File: src/rtl/pdm_cic_decim.sv
// Third-order CIC decimator turning a strobed 1-bit PDM stream into saturated signed PCM.
// Warm-up suppression hides the first three comb outputs after reset or clear.
module pdm_cic_decim #(
  parameter int C_DEC_LOG2 = 5,
  parameter int C_OUT_W    = 16
) (
  input  logic                      CK_i,
  input  logic                      XARST_i,
  input  logic                      EE_i,
  input  logic                      PDM_i,
  input  logic                      CLR_i,
  output logic signed [C_OUT_W-1:0] DATs_o,
  output logic                      VALID_o,
  output logic                      OVF_o
);

  localparam int W  = 3*C_DEC_LOG2 + 2;
  localparam int SH = 3*C_DEC_LOG2 - (C_OUT_W - 1);
  localparam logic [C_DEC_LOG2-1:0] CNT_MAX = '1;
  localparam logic signed [W-1:0]   OUT_MAX = W'((1 << (C_OUT_W-1)) - 1);
  localparam logic signed [W-1:0]   OUT_MIN = W'(-(1 << (C_OUT_W-1)));

  logic        [W-1:0]          i1_q, i1_d, i2_q, i2_d, i3_q, i3_d;
  logic        [W-1:0]          d1_q, d1_d, d2_q, d2_d, d3_q, d3_d;
  logic signed [W-1:0]          c1_q, c1_d, c2_q, c2_d, c3_q, c3_d;
  logic        [C_DEC_LOG2-1:0] cnt_q, cnt_d;
  logic                         v0_q, v0_d, v1_q, v1_d, v2_q, v2_d, v3_q, v3_d;
  logic        [1:0]            warm_q, warm_d;
  logic signed [C_OUT_W-1:0]    dat_q, dat_d;
  logic                         valid_q, valid_d, ovf_q, ovf_d;
  logic        [W-1:0]          x_s;
  logic signed [W-1:0]          scaled_s;
  logic signed [C_OUT_W-1:0]    sat_s;
  logic                         clip_s;

  assign x_s = PDM_i ? W'(1) : '1;

  // Scale the comb result and clamp it into the output range.
  always_comb begin
    scaled_s = c3_q >>> SH;
    sat_s    = scaled_s[C_OUT_W-1:0];
    clip_s   = 1'b0;
    if (scaled_s > OUT_MAX) begin
      sat_s  = OUT_MAX[C_OUT_W-1:0];
      clip_s = 1'b1;
    end else if (scaled_s < OUT_MIN) begin
      sat_s  = OUT_MIN[C_OUT_W-1:0];
      clip_s = 1'b1;
    end else begin
      sat_s  = scaled_s[C_OUT_W-1:0];
      clip_s = 1'b0;
    end
  end

  // Next-state: integrators on strobes, comb stages on their valid flags, output stage last.
  always_comb begin
    i1_d = i1_q;  i2_d = i2_q;  i3_d = i3_q;
    d1_d = d1_q;  d2_d = d2_q;  d3_d = d3_q;
    c1_d = c1_q;  c2_d = c2_q;  c3_d = c3_q;
    cnt_d = cnt_q;
    v0_d = 1'b0;  v1_d = 1'b0;  v2_d = 1'b0;  v3_d = 1'b0;
    warm_d = warm_q;
    dat_d = dat_q;
    valid_d = 1'b0;
    ovf_d = ovf_q;
    if (CLR_i) begin
      // Clear drops the concurrent sample and cancels in-flight results; DATs_o keeps its value.
      i1_d = '0;  i2_d = '0;  i3_d = '0;
      d1_d = '0;  d2_d = '0;  d3_d = '0;
      c1_d = '0;  c2_d = '0;  c3_d = '0;
      cnt_d = '0;
      warm_d = 2'd0;
      ovf_d = 1'b0;
    end else begin
      if (EE_i) begin
        i1_d  = i1_q + x_s;
        i2_d  = i2_q + i1_d;
        i3_d  = i3_q + i2_d;
        cnt_d = cnt_q + C_DEC_LOG2'(1);
        v0_d  = (cnt_q == CNT_MAX);
      end else begin
        v0_d = 1'b0;
      end
      v1_d = v0_q;
      if (v0_q) begin
        c1_d = i3_q - d1_q;
        d1_d = i3_q;
      end else begin
        c1_d = c1_q;
      end
      v2_d = v1_q;
      if (v1_q) begin
        c2_d = c1_q - d2_q;
        d2_d = c1_q;
      end else begin
        c2_d = c2_q;
      end
      v3_d = v2_q;
      if (v2_q) begin
        c3_d = c2_q - d3_q;
        d3_d = c2_q;
      end else begin
        c3_d = c3_q;
      end
      if (v3_q) begin
        if (warm_q != 2'd3) begin
          warm_d = warm_q + 2'd1;
        end else begin
          valid_d = 1'b1;
          dat_d   = sat_s;
          ovf_d   = ovf_q | clip_s;
        end
      end else begin
        valid_d = 1'b0;
      end
    end
  end

  // State registers.
  always_ff @(posedge CK_i or negedge XARST_i) begin
    if (!XARST_i) begin
      i1_q <= '0;  i2_q <= '0;  i3_q <= '0;
      d1_q <= '0;  d2_q <= '0;  d3_q <= '0;
      c1_q <= '0;  c2_q <= '0;  c3_q <= '0;
      cnt_q <= '0;
      v0_q <= 1'b0;  v1_q <= 1'b0;  v2_q <= 1'b0;  v3_q <= 1'b0;
      warm_q <= 2'd0;
      dat_q <= '0;
      valid_q <= 1'b0;
      ovf_q <= 1'b0;
    end else begin
      i1_q <= i1_d;  i2_q <= i2_d;  i3_q <= i3_d;
      d1_q <= d1_d;  d2_q <= d2_d;  d3_q <= d3_d;
      c1_q <= c1_d;  c2_q <= c2_d;  c3_q <= c3_d;
      cnt_q <= cnt_d;
      v0_q <= v0_d;  v1_q <= v1_d;  v2_q <= v2_d;  v3_q <= v3_d;
      warm_q <= warm_d;
      dat_q <= dat_d;
      valid_q <= valid_d;
      ovf_q <= ovf_d;
    end
  end

  assign DATs_o  = dat_q;
  assign VALID_o = valid_q;
  assign OVF_o   = ovf_q;

endmodule

File: config.mk
export PLATFORM = sky130hd
export DESIGN_NAME = pdm_cic_decim
export DESIGN_NICKNAME = d
export VERILOG_FILES = /design/src/rtl/pdm_cic_decim.sv
export SDC_FILE = /design/constraint.sdc
export NUM_CORES = 1
export LEC_CHECK = 0
export CAP_MARGIN = 20
export CORE_ASPECT_RATIO = 1.75
export CORE_UTILIZATION = 68
export DETAILED_ROUTE_END_ITERATION = 10
export GPL_TIMING_DRIVEN = 0
export PLACE_DENSITY = 0.86
export RECOVER_POWER = 25
export SYNTH_ARGS = -nofsm -noshare
export SYNTH_HDL_FRONTEND = slang
export SYNTH_SLANG_ARGS = --single-unit
File: constraint.sdc
create_clock -name CK_i -period 12.24 [get_ports CK_i]
set_input_delay 2.448 -clock CK_i [delete_from_list [all_inputs] [get_ports CK_i]]
set_output_delay 2.448 -clock CK_i [all_outputs]
set_load 0.05 [all_outputs]
Word level (Yosys, flattened, before mapping)

Index checks and enable logic that the tools add are counted.

Equality and inequality tests: 3
Reduce and logical (&&, ||, !) cells: 9
Multiplexer cells: 39
Bitwise operators: 3
$add $sub $neg: 8
$lt $le $gt $ge: 2

Operator list:

| cell                 | number |
|---|---|
| $mux 17              | 19 |
| $add 17x17->17       | 3 |
| $sub 17x17->17       | 3 |
| $mux 16              | 2 |
| $gt 17x16->1 const B | 1 |
| $lt 17x16->1 const B | 1 |
| $mux 1               | 13 |
| $reduce_bool 2->1    | 6 |
| $mux 5               | 2 |
| $mux 2               | 3 |
| $add 5x1->5 const B  | 1 |
| $eq 5x5->1 const B   | 1 |
| $ne 2x2->1 const B   | 2 |
| $reduce_and 2->1     | 2 |
| $reduce_and 3->1     | 1 |
| $add 2x1->2 const B  | 1 |
| $not 1->1            | 2 |
| $or 1x1->1           | 1 |

Bits in registers: 182
Output and inout bits: 18
Word-level logic and storage cells: 82

Depth between registers and ports, before layout

Depth after elaboration: 7
Gate-level depth with buffers: 23
Gate-level depth less buffers: 23

Least setup slack after synthesis

Ideal clock, no wire load.

Path type: in2reg
Start point: input PDM_i
End point: register i3_q[16]
Arrival time: 6894 ps
Data required time: 12112 ps
Slack: 5218 ps
Library setup time: 128 ps
Stages: 18
Path buffers: 0
Path through: inv_1 > fa_1 > ha_1 > a21o_1 > a21oi_1 > o21bai_1 > a2111oi_0 > nor3_1 > o41ai_1 > xnor2_1 > ha_1 > a21o_1 > a21oi_1 > a21boi_0 > o22a_1 > nand2b_1 > mux2i_1 > mux2_1

Cells in the longest elaborated chain, start to end: 6

Ends and longest elaborated chain:

| element              | line | text |
|---|---|---|
| from (decl)          | 10   | `input logic PDM_i,` |
| $mux 17              | 36   | `assign x_s = PDM_i ? W'(1) : '1;` |
| $add 17x17->17       | 76   | `i1_d = i1_q + x_s;` |
| $add 17x17->17       | 77   | `i2_d = i2_q + i1_d;` |
| $add 17x17->17       | 78   | `i3_d = i3_q + i2_d;` |
| $mux 17              | 75   | `if (EE_i) begin` |
| $mux 17              | 66   | `if (CLR_i) begin` |
| to (signal assigned) | 132  | `i1_q <= i1_d; i2_q <= i2_d; i3_q <= i3_d;` |
| to (decl)            | 23   | `logic [W-1:0] i1_q, i1_d, i2_q, i2_d, i3_q, i3_d;` |

Every way passes these cells. The select of a mux whose other input is x is not followed.
A chain may end at the register's enable or synchronous reset.

Final worst setup path

Same ends and word-level chain as after synthesis.

==> impl_metrics.json <==
{
  "clkLatencyLatePin_ns": 0.44,
  "startpoint_type": "input port",
  "combPwrFrac": 0.481,
  "area_growth_syn_to_layout_pct": 9.71,
  "syn_nets": 1282,
  "async_flop_share": 1.00,
  "grt_use_total": 0.315,
  "holdPathStages": 2,
  "synth.distinct_cells": 63,
  "period_share": 0.651,
  "worstMarginPinSlew_ns": 4.05,
  "ys_seq_elements": 182,
  "p_sw_frac": 0.389,
  "drive_gt1_frac": 0.0440,
  "routed_wl_microns": 25600,
  "grt_pass1_wl_microns": 42700,
  "setup_viol": 0,
  "port_buffers": 22,
  "fin_tns_setup_ns": 0,
  "start_util": 0.699,
  "grt_pass1_vias": 9257,
  "crit_chain": "clkdlybuf4s50_1 -> inv_1 -> ha_1 -> a21o_1 -> a21oi_1 -> xnor2_1 -> ha_1 -> inv_1 -> o21bai_1 -> a2111oi_0 -> nor3_1 -> o41ai_1 -> xnor2_1 -> ha_1 -> a21o_1 -> a21oi_1 -> a21boi_0 -> o22a_1 -> nand2b_1 -> mux2i_1 -> mux2_1",
  "h-tree-depth": 4,
  "fp.dieH_microns": 174,
  "arrival_ns": 8.28,
  "die_area_sq_um": 17500,
  "internal_power_w": 0.00149,
  "hold_buffers": 0,
  "cts_tree": "built",
  "globalplace.congestion": 0.955,
  "diodes": 0,
  "num_rows": 62,
  "critPathKind": "in -> reg",
  "place_area_sq_um": 12100,
  "drt_iter0_drc": 349,
  "rr_endpoint": "i3_q[16]",
  "vias": 8700,
  "cts_buffers": 17,
  "synth.avg_cell_area_sq_um": 9.87,
  "min_to": "OVF_o",
  "rr_startpoint": "i1_q[0]",
  "relSlewSlack": -1.70,
  "clk_pin_slew_worst_paths_ns": 0.07,
  "cts_num_sinks": 182,
  "fin_area_sq_um": 12700,
  "ctsResizeCount": 0,
  "routed_via_density": 6.00,
  "setup_ws_ns": 4.27,
  "dp_hpwl_microns": 19200,
  "cap_viol_max_count": 1,
  "wire_per_inst_microns": 17.7,
  "postCtsSetupBuffers": 0,
  "switchingPower_w": 0.000946,
  "ant_nets": 0,
  "clk_path_buf_depth": 2,
  "cp_slowest_stage_delay_ns": 0.87,
  "drc": 0,
  "hp-start": "OVF_o",
  "fmax_mhz": 126,
  "synth_edf_count": 0,
  "synth.cell_area_sq_um": 11600,
  "leakage_nw": 5.88,
  "rr_worst_depth": 17,
  "grt.overflow.total": 0,
  "fin_skew_ns": 0.0111,
  "power_w": 0.00243,
  "seqPwrFrac": 0.286,
  "crit_top_cell": "ha_1",
  "core_sq_um": 16500,
  "ff2ff_setup_slack_ns": 6.82,
  "period_needed_ns": 7.97,
  "pre_cts_ws_ns": 3.91,
  "finalHoldViolCount": 0,
  "ios": 23,
  "die_w_microns": 101,
  "violations": "max-capacitance violations, max-slew violations",
  "clockRootBuffer": "clkbuf_16",
  "layout.nets": 1324,
  "required_ns": 12.56,
  "power.density_nw_per_um2": 192,
  "vdd.ir_drop.worst_uv": 154,
  "clockPowerShare": 0.234,
  "synth_top_flop_cell": "dfrtp_1",
  "worstPathMaxFanout": 17,
  "slowest_stage": "a2111oi_0",
  "ys_warn_count": 0,
  "grt_antenna_before_repair": 0,
  "drt_pre_antenna_iters": 4,
  "status": "finished with violations",
  "crit_path_end_kind": "flip-flop",
  "hold_path.class": "reg -> reg",
  "slew_violations": 76,
  "rsz0062_at_grt": "false",
  "grt_max_degree": 108,
  "yosysSeqAreaShare": 0.394,
  "postSynthCellCount": 1171
}
-- flip-flops by register name, summed over array words and instances, names as in the netlist --
register  flops
d2_q         17
VALID_o       1
v0_q          1
cnt_q         5
c2_q         17
i3_q         17
c1_q         17
DATs_o       16
v2_q          1
i2_q         17
d3_q         17
i1_q         17
OVF_o         1
v1_q          1
d1_q         17
v3_q          1
c3_q         17
warm_q        2
-- routing by layer --
layer | vias to the layer above | GRT usage | wire, microns
met3 | 83 | 0.0446 | 601
met1 | 4257 | 0.294 | 8950
li1 | 4177 | - | -
met4 | 0 | 0.183 | 1150
met5 | - | 0 | 0
met2 | 183 | 0.621 | 14900
-- layout make-up --
cell class,instances,area (sq um)
Inverter,86,323
Tap cell,224,280
Clock buffer,20,457
Multi-Input combinational cell,861,6520
Clock inverter,12,144
Sequential cell,182,4550
Timing Repair Buffer,23,241
Buffer,42,158
Fill cell,1128,3840
-- power by group through the flow --
| stage | Sequential, W | Clock [W] | Combinational, W |
|---|---|---|---|
| after floorplan | 0.000694 | 0 | 0.000935 |
| after global placement | 0.000701 | 0 | 0.00109 |
| after detailed placement | 0.000705 | 0 | 0.00114 |
| after CTS | 0.000693 | 0.000569 | 0.00116 |
| after global routing | 0.000701 | 0.000597 | 0.00130 |
| final | 0.000695 | 0.000569 | 0.00117 |
-- Yosys cell counts (13+ instances only) --
| cell type | n | area share |
|---|---|---|
| nand2_1 | 27 | 0.0088 |
| nor2b_1 | 16 | 0.0087 |
| o21ai_0 | 30 | 0.013 |
| mux2i_1 | 118 | 0.10 |
| a211oi_1 | 14 | 0.0091 |
| a21o_1 | 48 | 0.031 |
| xnor2_1 | 59 | 0.045 |
| nand2b_1 | 16 | 0.0087 |
| a21oi_1 | 63 | 0.027 |
| maj3_1 | 15 | 0.013 |
| ha_1 | 100 | 0.11 |
| mux2_2 | 16 | 0.016 |
| xor2_1 | 29 | 0.022 |
| inv_1 | 86 | 0.028 |
| nor2_1 | 169 | 0.055 |
| dfrtp_1 | 182 | 0.39 |
| buf_1 | 13 | 0.0042 |
| a31oi_1 | 16 | 0.0087 |
| clkbuf_1 | 29 | 0.0094 |
-- worst max-delay path, delay by kind of cell --
kind / cells / cell delay [ns]
simple gates: 2 / 0.38
fa+ha+maj: 3 / 0.99
xor+xnor: 2 / 0.38
compound gates: 9 / 2.59
mux: 2 / 0.49
buf+inv: 3 / 0.98
-- metrics by stage --
stage | hold WS (ns) | util | instances
after floorplan | 0.470 | - | 1171
after global placement | 0.477 | 0.730 | 1417
after detailed placement | 0.483 | 0.732 | 1418
after CTS | 0.500 | 0.768 | 1450
after global routing | 0.516 | 0.767 | 1450
final | 0.494 | 0.767 | 1450
-- cells in the final DEF, fill, tap and decap left out, types with 15 or more instances in the layout --
master and count:
dfrtp_1 182, nor2_1 169, mux2i_1 118, ha_1 100
inv_1 86, a21oi_1 63, xnor2_1 59, a21o_1 48
clkbuf_1 31, o21ai_0 30, xor2_1 29, nand2_1 27
clkdlybuf4s50_1 21, clkbuf_16 17, nand2b_1 16, nor2b_1 16
a31oi_1 16, mux2_2 16, maj3_1 15
-- kinds of logic (layout without fill, tap and decap cells) --
logic type      after synthesis  in the layout  synth area share
compound gates              246            246             0.140
buf+inv                     128            183            0.0416
mux                         135            135             0.119
xor+xnor                     89             89            0.0686
flops                       182            182             0.394
fa+ha+maj                   121            121             0.132
simple gates                270            270             0.105
-- worst max-delay path by stage --
| stage | startpoint | to | slack [ns] |
|---|---|---|---|
| 3_5_place_dp | PDM_i | i3_q[16] | 3.91 |
| 3_3_place_gp | XARST_i | i1_q[15] | 1.50 |
| 4_1_cts | PDM_i | i3_q[16] | 4.32 |
| 6_report | PDM_i | i3_q[16] | 4.27 |
| 5_1_grt | PDM_i | i3_q[16] | 3.83 |
| 2_1_floorplan | PDM_i | i3_q[16] | 5.22 |
Note: power is estimated with default switching activity, not from simulation.
